<file path="src/rtl/fe_mux_pkg.sv">
// Shared types and constants for the front-end mux DDR lane serializer.
//   nibble_t     : one 4-bit sample word.
//   ser_state_t  : framing FSM states (IDLE, SYNC, DATA, PARITY).
//   SYNC_WORD_DEF / IDLE_WORD_DEF : default header and filler nibbles.
package fe_mux_pkg;

  typedef logic [3:0] nibble_t;

  typedef enum logic [1:0] {
    ST_IDLE   = 2'd0,
    ST_SYNC   = 2'd1,
    ST_DATA   = 2'd2,
    ST_PARITY = 2'd3
  } ser_state_t;

  localparam nibble_t SYNC_WORD_DEF = 4'hD;
  localparam nibble_t IDLE_WORD_DEF = 4'h0;

endpackage

</file>
<file path="src/rtl/fe_ddr_lane_serializer_if.sv">
// Sample-word input stream of the DDR lane serializer.
//   in_data  : 4-bit sample word
//   in_valid : in_data valid
//   in_ready : serializer can accept a word
// Handshake: a word transfers on every rising clk edge where in_valid and
// in_ready are both 1; once raised, in_valid and in_data hold steady until
// that transfer edge, and in_ready never depends combinationally on in_valid.
// Modports: master = word source, slave = serializer.
interface fe_ddr_lane_serializer_if;
  fe_mux_pkg::nibble_t in_data;
  logic                in_valid;
  logic                in_ready;

  modport master (output in_data, output in_valid, input in_ready);
  modport slave  (input in_data, input in_valid, output in_ready);
endinterface

</file>
<file path="src/rtl/fe_sync_fifo.sv">
// Single-clock FIFO used as the sample buffer of the DDR lane serializer.
// Ports:
//   clk, rst_n     : clock, asynchronous active-low reset
//   flush          : synchronous clear of all entries (wins over push/pop)
//   push, wdata    : write request and data (accepted when not full, or
//                    when full and popping in the same cycle)
//   pop, rdata     : read request; rdata shows the head entry combinationally
//   full, empty    : occupancy flags derived from count
//   count          : number of stored entries
// DEPTH must be a power of two (>= 2) so the pointers wrap naturally.
module fe_sync_fifo #(
  parameter  int DEPTH = 8,
  parameter  int WIDTH = 4,
  localparam int AW    = $clog2(DEPTH),
  localparam int CW    = $clog2(DEPTH + 1)
) (
  input  logic             clk,
  input  logic             rst_n,
  input  logic             flush,
  input  logic             push,
  input  logic [WIDTH-1:0] wdata,
  input  logic             pop,
  output logic [WIDTH-1:0] rdata,
  output logic             full,
  output logic             empty,
  output logic [CW-1:0]    count
);

  logic [WIDTH-1:0] mem [DEPTH];
  logic [AW-1:0]    wr_ptr;
  logic [AW-1:0]    rd_ptr;
  logic             do_push;
  logic             do_pop;

  assign full    = (count == CW'(DEPTH));
  assign empty   = (count == '0);
  assign rdata   = mem[rd_ptr];
  assign do_pop  = pop && !empty;
  // A full FIFO still takes a word when the head leaves in the same cycle.
  assign do_push = push && (!full || do_pop);

  always_ff @(posedge clk or negedge rst_n) begin
    if (!rst_n) begin
      wr_ptr <= '0;
      rd_ptr <= '0;
      count  <= '0;
    end else if (flush) begin
      wr_ptr <= '0;
      rd_ptr <= '0;
      count  <= '0;
    end else begin
      if (do_push) wr_ptr <= wr_ptr + AW'(1);
      if (do_pop)  rd_ptr <= rd_ptr + AW'(1);
      case ({do_push, do_pop})
        2'b10:   count <= count + CW'(1);
        2'b01:   count <= count - CW'(1);
        default: count <= count;
      endcase
    end
  end

  // Storage needs no reset: entries are only read after being written.
  always_ff @(posedge clk) begin
    if (do_push && !flush) mem[wr_ptr] <= wdata;
  end

endmodule

</file>
<file path="src/rtl/fe_ddr_lane_serializer.sv">
// DDR lane serializer: buffers 4-bit sample words, frames them as
// SYNC_WORD followed by FRAME_WORDS data words, and sends each word over two
// clk cycles on one DDR lane (cycle A: bit0/bit1, cycle B: bit2/bit3).
// Ports:
//   clk, rst_n   : PLL global clock, asynchronous active-low reset
//   enable       : lane enable (PLL lock); low flushes and silences the lane
//   extclksync   : one-cycle pulse that restarts the word phase
//   in_if        : sample-word stream (in_data / in_valid / in_ready)
//   out_0        : rising-edge DDR bit
//   out_180      : falling-edge DDR bit
//   out_enable   : output-buffer enable, enable delayed by one cycle
//   frame_active : high while the FSM is in SYNC/DATA/PARITY
//   underrun     : one-cycle pulse when a data slot found the FIFO empty
//   dbg_state    : current framing FSM state
// Build option: define FE_SER_PARITY_EN to append a PARITY word (XOR of the
// frame's data words) after every frame.
module fe_ddr_lane_serializer
  import fe_mux_pkg::*;
#(
  parameter int      FIFO_DEPTH  = 8,
  parameter int      FRAME_WORDS = 16,
  parameter nibble_t SYNC_WORD   = SYNC_WORD_DEF,
  parameter nibble_t IDLE_WORD   = IDLE_WORD_DEF
) (
  input  logic                      clk,
  input  logic                      rst_n,
  input  logic                      enable,
  input  logic                      extclksync,
  fe_ddr_lane_serializer_if.slave   in_if,
  output logic                      out_0,
  output logic                      out_180,
  output logic                      out_enable,
  output logic                      frame_active,
  output logic                      underrun,
  output ser_state_t                dbg_state
);

  localparam int CW  = $clog2(FIFO_DEPTH + 1);
  localparam int WCW = $clog2(FRAME_WORDS + 1);

  // Word-phase and framing state
  logic            phase;       // 0: sending bit0/bit1, 1: sending bit2/bit3
  ser_state_t      state;
  nibble_t         cur_word;
  logic [WCW-1:0]  word_cnt;
  logic            in_ready_q;
`ifdef FE_SER_PARITY_EN
  nibble_t         par_acc;
  nibble_t         nxt_par;
`endif

  // FIFO connections
  nibble_t         fifo_rdata;
  logic            fifo_full;
  logic            fifo_empty;
  logic [CW-1:0]   fifo_count;
  logic            push_acc;
  logic            pop_req;
  logic            pop_acc;
  logic [CW-1:0]   cnt_nxt;

  // Next-boundary decisions
  ser_state_t      nxt_state;
  nibble_t         nxt_word;
  nibble_t         head_word;
  logic [WCW-1:0]  nxt_cnt;
  logic            und_nxt;

  assign in_if.in_ready = in_ready_q;
  assign dbg_state      = state;
  assign push_acc       = in_if.in_valid && in_ready_q;
  // The FIFO is only read at a word boundary of an enabled lane.
  assign pop_acc        = enable && phase && pop_req;

  fe_sync_fifo #(
    .DEPTH (FIFO_DEPTH),
    .WIDTH (4)
  ) u_fifo (
    .clk   (clk),
    .rst_n (rst_n),
    .flush (!enable),
    .push  (push_acc),
    .wdata (in_if.in_data),
    .pop   (pop_acc),
    .rdata (fifo_rdata),
    .full  (fifo_full),
    .empty (fifo_empty),
    .count (fifo_count)
  );

  // Occupancy after this edge, so in_ready never lets a word into a full FIFO.
  always_comb begin
    cnt_nxt = fifo_count;
    case ({push_acc, pop_acc})
      2'b10:   cnt_nxt = fifo_count + CW'(1);
      2'b01:   cnt_nxt = fifo_count - CW'(1);
      default: cnt_nxt = fifo_count;
    endcase
  end

  // Decision taken at the next word boundary. A data slot that finds the
  // FIFO empty still consumes a frame slot, sending IDLE_WORD instead.
  always_comb begin
    nxt_state = state;
    nxt_word  = IDLE_WORD;
    nxt_cnt   = word_cnt;
    und_nxt   = 1'b0;
    pop_req   = 1'b0;
    head_word = fifo_empty ? IDLE_WORD : fifo_rdata;
`ifdef FE_SER_PARITY_EN
    nxt_par   = par_acc;
`endif
    case (state)
      ST_IDLE: begin
        if (!fifo_empty) begin
          nxt_word  = SYNC_WORD;
          nxt_state = ST_SYNC;
`ifdef FE_SER_PARITY_EN
          nxt_par   = '0;
`endif
        end
      end
      ST_SYNC: begin
        nxt_word  = head_word;
        pop_req   = !fifo_empty;
        und_nxt   = fifo_empty;
        nxt_cnt   = WCW'(1);
        nxt_state = ST_DATA;
`ifdef FE_SER_PARITY_EN
        nxt_par   = par_acc ^ head_word;
`endif
      end
      ST_DATA: begin
        if (word_cnt < WCW'(FRAME_WORDS)) begin
          nxt_word = head_word;
          pop_req  = !fifo_empty;
          und_nxt  = fifo_empty;
          nxt_cnt  = word_cnt + WCW'(1);
`ifdef FE_SER_PARITY_EN
          nxt_par  = par_acc ^ head_word;
`endif
        end else begin
`ifdef FE_SER_PARITY_EN
          nxt_word  = par_acc;
          nxt_state = ST_PARITY;
`else
          if (!fifo_empty) begin
            nxt_word  = SYNC_WORD;
            nxt_state = ST_SYNC;
          end else begin
            nxt_state = ST_IDLE;
          end
`endif
        end
      end
      ST_PARITY: begin
`ifdef FE_SER_PARITY_EN
        if (!fifo_empty) begin
          nxt_word  = SYNC_WORD;
          nxt_state = ST_SYNC;
          nxt_par   = '0;
        end else begin
          nxt_state = ST_IDLE;
        end
`else
        nxt_state = ST_IDLE;
`endif
      end
      default: nxt_state = ST_IDLE;
    endcase
  end

  always_ff @(posedge clk or negedge rst_n) begin
    if (!rst_n) begin
      phase        <= 1'b0;
      state        <= ST_IDLE;
      cur_word     <= IDLE_WORD;
      word_cnt     <= '0;
      out_0        <= 1'b0;
      out_180      <= 1'b0;
      out_enable   <= 1'b0;
      frame_active <= 1'b0;
      underrun     <= 1'b0;
      in_ready_q   <= 1'b0;
`ifdef FE_SER_PARITY_EN
      par_acc      <= '0;
`endif
    end else begin
      // The phase keeps running while disabled so framing can start at the
      // first boundary after enable rises.
      phase      <= extclksync ? 1'b0 : ~phase;
      out_enable <= enable;
      in_ready_q <= enable && (cnt_nxt != CW'(FIFO_DEPTH));
      if (!enable) begin
        state        <= ST_IDLE;
        cur_word     <= IDLE_WORD;
        word_cnt     <= '0;
        out_0        <= 1'b0;
        out_180      <= 1'b0;
        frame_active <= 1'b0;
        underrun     <= 1'b0;
`ifdef FE_SER_PARITY_EN
        par_acc      <= '0;
`endif
      end else if (!phase) begin
        out_0    <= cur_word[0];
        out_180  <= cur_word[1];
        underrun <= 1'b0;
      end else begin
        // Word boundary: last half of the current word goes out while the
        // next word is chosen.
        out_0        <= cur_word[2];
        out_180      <= cur_word[3];
        cur_word     <= nxt_word;
        state        <= nxt_state;
        word_cnt     <= nxt_cnt;
        underrun     <= und_nxt;
        frame_active <= (nxt_state != ST_IDLE);
`ifdef FE_SER_PARITY_EN
        par_acc      <= nxt_par;
`endif
      end
    end
  end

endmodule

</file>
<file path="src/flat_wrapper.sv">
// flat-port wrapper written by rule: the top's interface ports become plain ports
module fe_ddr_lane_serializer_flat import fe_mux_pkg::*;
#(
  parameter int      FIFO_DEPTH  = 8,
  parameter int      FRAME_WORDS = 16,
  parameter nibble_t SYNC_WORD   = SYNC_WORD_DEF,
  parameter nibble_t IDLE_WORD   = IDLE_WORD_DEF
)
  (clk, rst_n, enable, extclksync, out_0, out_180, out_enable, frame_active, underrun, dbg_state, in_if_in_data, in_if_in_valid, in_if_in_ready);
  fe_ddr_lane_serializer_if in_if_i ();
  input  logic clk;
  input  logic rst_n;
  input  logic enable;
  input  logic extclksync;
  output logic out_0;
  output logic out_180;
  output logic out_enable;
  output logic frame_active;
  output logic underrun;
  output ser_state_t dbg_state;
  input wire logic [$bits(in_if_i.in_data)-1:0] in_if_in_data;
  input wire logic [$bits(in_if_i.in_valid)-1:0] in_if_in_valid;
  output wire logic [$bits(in_if_i.in_ready)-1:0] in_if_in_ready;
  assign in_if_i.in_data = in_if_in_data;
  assign in_if_i.in_valid = in_if_in_valid;
  assign in_if_in_ready = in_if_i.in_ready;
  fe_ddr_lane_serializer #(.FIFO_DEPTH(FIFO_DEPTH), .FRAME_WORDS(FRAME_WORDS), .SYNC_WORD(SYNC_WORD), .IDLE_WORD(IDLE_WORD)) u_core (.clk(clk), .rst_n(rst_n), .enable(enable), .extclksync(extclksync), .in_if(in_if_i), .out_0(out_0), .out_180(out_180), .out_enable(out_enable), .frame_active(frame_active), .underrun(underrun), .dbg_state(dbg_state));
endmodule
</file>
<file path="config.mk">
export PLATFORM = sky130hd
export DESIGN_NAME = fe_ddr_lane_serializer_flat
export DESIGN_NICKNAME = d
export VERILOG_FILES = /design/src/rtl/fe_mux_pkg.sv /design/src/rtl/fe_ddr_lane_serializer_if.sv /design/src/rtl/fe_sync_fifo.sv /design/src/rtl/fe_ddr_lane_serializer.sv /design/src/flat_wrapper.sv
export SDC_FILE = /design/constraint.sdc
export NUM_CORES = 1
export LEC_CHECK = 0
export CAP_MARGIN = 20
export CORE_MARGIN = 10
export CORE_UTILIZATION = 59
export DETAILED_ROUTE_END_ITERATION = 16
export HOLD_SLACK_MARGIN = 0.05
export PLACE_DENSITY = 0.89
export RECOVER_POWER = 100
export SYNTH_ARGS = -nofsm -noshare
export SYNTH_HDL_FRONTEND = slang
export SYNTH_SLANG_ARGS = --single-unit
</file>
<file path="constraint.sdc">
create_clock -name clk -period 2.8 [get_ports clk]
set_input_delay 0.84 -clock clk [delete_from_list [all_inputs] [get_ports clk]]
set_output_delay 0.84 -clock clk [all_outputs]
set_load 0.02 [all_outputs]
</file>
== Word level (Yosys, flattened, before mapping) ==
Memory sizes are Yosys's and may differ from the RTL's.
Cells that the tools add are included.

* Add/sub/neg operators: 5
* Order comparisons: 1
* Eq/ne operators: 15
* Multiplexer cells: 38
* Bitwise logic cells: 1
* Reduce and logical (&&, ||, !) cells: 14

{| class="wikitable"
|+ Operator list
! kind !! number
|-
| $mux W4 || 6
|-
| $pmux W4 S2 || 2
|-
| $mux W5 || 3
|-
| $mux W1 || 14
|-
| $mux W3 || 4
|-
| $pmux W4 S3 || 1
|-
| $pmux W5 S2 || 1
|-
| $eq A2 B2 Y1 const B || 4
|-
| $mux W2 || 4
|-
| $pmux W2 S4 || 1
|-
| $logic_and A1 B1 Y1 || 7
|-
| $add A3 B1 Y3 const B || 2
|-
| $eq A2 B1 Y1 const B || 3
|-
| $ne A2 B1 Y1 const B || 3
|-
| $ne A3 B1 Y1 const B || 2
|-
| $add A5 B1 Y5 const B || 1
|-
| $lt A5 B5 Y1 const B || 1
|-
| $add A4 B1 Y4 const B || 1
|-
| $eq A4 B4 Y1 const B || 1
|-
| $logic_not A4 Y1 || 1
|-
| $ne A4 B4 Y1 const B || 1
|-
| $pmux W1 S2 || 2
|-
| $sub A4 B1 Y4 const B || 1
|-
| $ne A3 B2 Y1 const B || 1
|-
| other kinds (6) || 7
|}

* Register bits: 28
* Memory bits (writable): 32
* Input bits: 9
* Output and inout bits: 8
* Memories: 1

{| class="wikitable"
|+ Memory list
! name !! depth !! width !! rd ports !! clocked after memory_dff !! wr ports !! line !! text
|-
| u_core.u_fifo.mem || 8 || 4 || 1 || 0 || 1 || fe_sync_fifo.sv:29 || <nowiki>logic [WIDTH-1:0] mem [DEPTH];</nowiki>
|}

== Longest topological paths before layout ==
Gate-level depths: netlist of the first run.

* Depth after elaboration: 11
* Gate-level depth with buffers: 11
* Gate-level depth less buffers: 11

== By module ==
From an unflattened synthesis of the first run, not the netlist that was laid out.

* Cells, all modules: 241
* Area, all modules: 3042.9 µm²

{| class="wikitable"
|+ Modules (own cells, without submodules)
! module !! instances !! cells an instance !! area an instance (µm²) !! sequential area each (µm²)
|-
| fe_sync_fifo || 1 || 122 || 1936.9 || 1211.2
|-
| fe_ddr_lane_serializer || 1 || 119 || 1106.1 || 450.4
|}

== Least setup slack after synthesis of the first run ==
OpenSTA, ideal clock, no wires.

* Kind: register to register
* Start: reg u_core.state[0] (netlist: u_core.dbg_state[0])
* End: reg u_core.in_ready_q (netlist: u_core.in_if.in_ready)
* Library setup time: 0.126 ns
* Arrival time: 2.452 ns
* Slack: 0.222 ns
* Cell stages (with the launch flop): 11
* Buffers on the path: 0
* Clock period less this slack: 2.578 ns
* Cells stage by stage: dfrtp_1 -> inv_1 -> ha_1 -> and2b_4 -> o211a_4 -> ha_1 -> nor3b_1 -> nand2_1 -> o32ai_1 -> a22oi_1 -> o311a_1

* Cells in the longest elaborated chain, start to end: 7

{| class="wikitable"
|+ RTL lines
! element !! line !! text
|-
| start, declared || fe_ddr_lane_serializer.sv:43 || <nowiki>ser_state_t state;</nowiki>
|-
| start signal, assigned || fe_ddr_lane_serializer.sv:215 || <nowiki>state <= nxt_state;</nowiki>
|-
| $eq A2 B2 Y1 / $eq A2 B1 Y1 (equally long branches) || fe_ddr_lane_serializer.sv:113 || <nowiki>case (state)</nowiki>
|-
| $pmux W1 S2 * || fe_ddr_lane_serializer.sv:113 ||
|-
| $logic_and A1 B1 Y1 * || fe_ddr_lane_serializer.sv:73 || <nowiki>assign pop_acc = enable && phase && pop_req;</nowiki>
|-
| $eq A2 B1 Y1 / $eq A2 B2 Y1 (equally long branches) || fe_ddr_lane_serializer.sv:94 || <nowiki>case ({push_acc, pop_acc})</nowiki>
|-
| $pmux W4 S2 * || fe_ddr_lane_serializer.sv:94 ||
|-
| $ne A4 B4 Y1 * || fe_ddr_lane_serializer.sv:193 || <nowiki>in_ready_q <= enable && (cnt_nxt != CW'(FIFO_DEPTH));</nowiki>
|-
| $logic_and A1 B1 Y1 * || fe_ddr_lane_serializer.sv:193 ||
|-
| end signal, assigned || fe_ddr_lane_serializer.sv:193 ||
|-
| end, declared || fe_ddr_lane_serializer.sv:46 || <nowiki>logic in_ready_q;</nowiki>
|}

Every way passes the cells marked *; elsewhere a longest branch is shown, timed or not.
A chain may end at the register's enable or synchronous reset.

== Final worst setup path of the first run ==
* Start: reg u_core.u_fifo.count[0]
* End: reg u_core.in_ready_q (netlist: u_core.in_if.in_ready)

* Cells in the longest elaborated chain, start to end: 9

{| class="wikitable"
|+ RTL lines
! element !! line !! text
|-
| start, declared || fe_sync_fifo.sv:26 || <nowiki>output logic [CW-1:0] count</nowiki>
|-
| start signal, assigned || fe_sync_fifo.sv:55 || <nowiki>2'b10: count <= count + CW'(1);</nowiki>
|-
| start signal, assigned || fe_sync_fifo.sv:56 || <nowiki>2'b01: count <= count - CW'(1);</nowiki>
|-
| start signal, assigned || fe_sync_fifo.sv:57 || <nowiki>default: count <= count;</nowiki>
|-
| $logic_not A4 Y1 || fe_sync_fifo.sv:36 || <nowiki>assign empty = (count == '0);</nowiki>
|-
| $logic_not A1 Y1 || - ||
|-
| $mux W1 || fe_ddr_lane_serializer.sv:134 || <nowiki>if (word_cnt < WCW'(FRAME_WORDS)) begin</nowiki>
|-
| $pmux W1 S2 || fe_ddr_lane_serializer.sv:113 ||
|-
| $logic_and A1 B1 Y1 || fe_ddr_lane_serializer.sv:73 ||
|-
| $eq A2 B1 Y1 / $eq A2 B2 Y1 (equally long branches) || fe_ddr_lane_serializer.sv:94 ||
|-
| $pmux W4 S2 * || fe_ddr_lane_serializer.sv:94 ||
|-
| $ne A4 B4 Y1 * || fe_ddr_lane_serializer.sv:193 ||
|-
| $logic_and A1 B1 Y1 * || fe_ddr_lane_serializer.sv:193 ||
|}

Marked as above.

==> impl_metrics.csv, run 1 <==
group,metric,value,unit
cts,cts_tree,"built",
sta,setup_viol,0,
setup_path,cp-start-kind,"flop",
route,wl_per_cell,17.1,µm
floorplanning,die_w,90.1,µm
place,pre_cts_ws,-0.145,ns
global_route,overflow,0,
place,routabilityCongestion,0.874,
sta,fin_ws,0.165,ns
sta,tns,0,ns
setup_path,startpoint,"u_core.u_fifo.count[0]$_DFFE_PN0P_",
route,first_pass_iters,4,
cts,cts_root_buf,"clkbuf_8",
sta,fin_crit_sh,94.1,%
power,pwr_density_cell,613,nW/µm²
sta,slew_violations,0,
hold_path,hp-class,"reg2reg",
cts,clk_latency,0.34,ns
logic_synthesis,synth_cell_types,48,
floorplanning,io_pins,17,
sta,fin_hold_ws,0.493,ns
sta,finClkSkew,0.00595,ns
cells_and_area,fillers,337,
setup_path,arrival,2.86,ns
cts,post_cts_buffers,0,
logic_synthesis,yosysSeqAreaShare,57.3,%
cells_and_area,seq_area,1660,µm²
route,route.detailed.drc,0,
sta,final.min_clock_period,2.63,ns
logic_synthesis,syn_area,2900,µm²
global_route,grt_antenna_before_repair,0,
cts,cts.sinks,60,
logic_synthesis,synth_top_cell_by_area,"edfxtp_1",
logic_synthesis,synth_top_cell_area_share,33.1,%
setup_path,cp_data_required_time,3.03,ns
place,dp_hpwl,4040,µm
outcome,status,"finished clean",
global_route,grt_pass1_vias,1941,
place,port_buffers,16,
logic_synthesis,synth_edf_count,32,
setup_path,reg2reg_to,"u_core.in_if.in_ready$_DFF_PN0_",
cells_and_area,post-route-cell-area,3420,µm²
setup_path,r2r_slack,0.17,ns
cts,htreeDepth,3,
logic_synthesis,synth.area.top_cells,"edfxtp_1, dfrtp_1, mux4_2",
global_route,grt_pass1_wl,9580,µm
sta,rsz0062_at_grt,"false",
route,drtAntennaViolNets,0,
floorplanning,die_y,90.1,µm
cts,cts_buffers,9,
cells_and_area,postLayoutCoreUtil,71.9,%
route,vias_per_cell,5.83,
power,ir_worst_vdd,0.300,mV
setup_path,worstSetupEndpointType,"flop",
logic_synthesis,yosysMostFrequentCell,"edfxtp_1",
sta,maxSlewHeadroom,0.275,%
hold_path,hold_depth,2,
setup_path,timing.rr.start,"u_core.u_fifo.count[0]$_DFFE_PN0P_",
logic_synthesis,async_flop_share,46.7,%
logic_synthesis,synthFlopType,"edfxtp_1",
cts,cts.clk_slew.worst_paths,0.07,ns
cells_and_area,nets,290,
global_route,grt_start_max_net_pins,31,
logic_synthesis,synth_warnings,0,
logic_synthesis,synth_seq_cells,60,
logic_synthesis,syn_nets,249,
setup_path,critPathMaxFanout,5,
job,drv_cap,0,
floorplanning,rows,25,
logic_synthesis,ys_top_cells_by_count,"edfxtp_1, dfrtp_1, nand2_1",
sta,tightest_slew,1.50,ns
place,dpl_cell_area,3280,µm²
cts,post_cts_resize_count,0,
global_route,grt.total_usage,14.8,%
cells_and_area,n_antenna_cell,0,
cts,clk_path_buf_depth,2,
route,wirelength,5790,µm
route,vias,1975,
setup_path,crit_type,"reg2reg",
sta,clock.fmax,380,MHz
power,p_leak,0.00140,µW
hold_path,worstHoldStart,"u_core.cur_word[1]$_DFFE_PN0P_",
hold_path,whs_endpoint,"u_core.cur_word[1]$_DFFE_PN0P_",
logic_synthesis,synthCells,227,
route,drt-initial-drc-count,102,
logic_synthesis,avgSynthCellArea,12.8,µm²
floorplanning,start_util,61.0,%
setup_path,r2r_cells,10,
floorplanning,dieArea,8120,µm²
cts,cts_hold_buf,0,
sta,hold_violations,0,
cells_and_area,area_growth,17.9,%
cells_and_area,drive_above_1_share,14.7,%
cells_and_area,multi_input_comb_area,1180,µm²
floorplanning,core_area,4750,µm²
[metal layers]
metal | part of all wire, % | track usage [%] | vias to the layer above
li1 | - | - | 932
met1 | 43 | 17.7 | 989
met2 | 50 | 24.3 | 45
met3 | 4.3 | 3.74 | 9
met4 | 1.8 | 6.90 | 0
met5 | 0 | 0 | -
[cell usage in the layout, fill, tap and decap left out, types with 2 or more instances in the layout]
master and count:
inv_1 5, ha_1 13, xnor2_1 6, nor2_1 9, o21ai_0 15, mux2i_1 9
a21oi_1 8, nor2b_1 6, nand3_1 9, nand3b_1 3, clkbuf_1 14, nor3b_2 2
clkbuf_8 9, dfrtp_1 28, o311a_1 2, buf_4 9, and2_1 4, a22oi_1 2
clkdlybuf4s50_1 2, nor4_1 2, nand2_1 18, o211ai_1 3, and3_1 5, mux4_2 8
dlygate4sd3_1 14, clkinv_2 3, edfxtp_1 32, a21o_1 2, nor3_1 6
[final cells by class]
type | instances | share of cell area, %
clock inverter | 5 | 1.57
clock buffer | 10 | 3.73
tap | 67 | 2.45
multi-input combinational | 151 | 34.4
sequential | 60 | 48.6
timing repair buffer | 40 | 8.45
inverter | 6 | 0.805
[flip-flops by register name, summed over array words and instances (netlist names)]
| signal | count |
|---|---|
| u_core.word_cnt | 5 |
| u_core.phase | 1 |
| u_core.u_fifo.mem | 32 |
| u_core.out_0 | 1 |
| u_core.u_fifo.count | 4 |
| u_core.dbg_state | 2 |
| u_core.u_fifo.rd_ptr | 3 |
| u_core.out_180 | 1 |
| u_core.frame_active | 1 |
| u_core.underrun | 1 |
| u_core.cur_word | 4 |
| u_core.u_fifo.wr_ptr | 3 |
| u_core.in_if.in_ready | 1 |
| u_core.out_enable | 1 |
[critical path: stages (launching register included)]
cell and delay, ns:
dfrtp_1 0.41, inv_1 0.14, ha_1 0.23, or3b_1 0.41, o211a_4 0.18, ha_1 0.22
nor3b_2 0.19, nand2_1 0.09, o32ai_1 0.25, a22oi_1 0.10, o311a_1 0.29
[stage by stage]
stage / instances / power, µW
floorplan: 227 / 1250
global placement: 324 / 1370
detailed placement: 324 / 1380
CTS: 339 / 2100
global route: 339 / 2180
finish: 339 / 2090
[cell families after synthesis]
kind of cell / synth area share, %
compound gates: 10.8
xor+xnor: 1.81
fa+ha+maj: 5.61
buf+inv: 2.37
flops: 57.3
mux: 9.31
simple gates: 12.9
[worst max-delay path by stage]
stage	end	slack [ns]
finish	u_core.in_if.in_ready$_DFF_PN0_	0.17
global route	u_core.in_if.in_ready$_DFF_PN0_	0.02
CTS	u_core.in_if.in_ready$_DFF_PN0_	0.12
detailed placement	u_core.in_if.in_ready$_DFF_PN0_	-0.14
global placement	u_core.in_if.in_ready$_DFF_PN0_	-0.07
floorplan	u_core.in_if.in_ready$_DFF_PN0_	0.22
[report_power, final]
part	leakage (µW)	switching, µW	internal [µW]	total [µW]
registers	0.000665	28.3	973	1000
clock network	0.0000959	326	402	728
logic	0.000636	211	154	365
Power figures use the tool's default switching activity.
==> run 2, diff against run 1 <==
- CTS_CLUSTER_SIZE: default -> 20
==> results of run 2 <==
The final DEF is identical to that of run 1; final timing and power are the same.
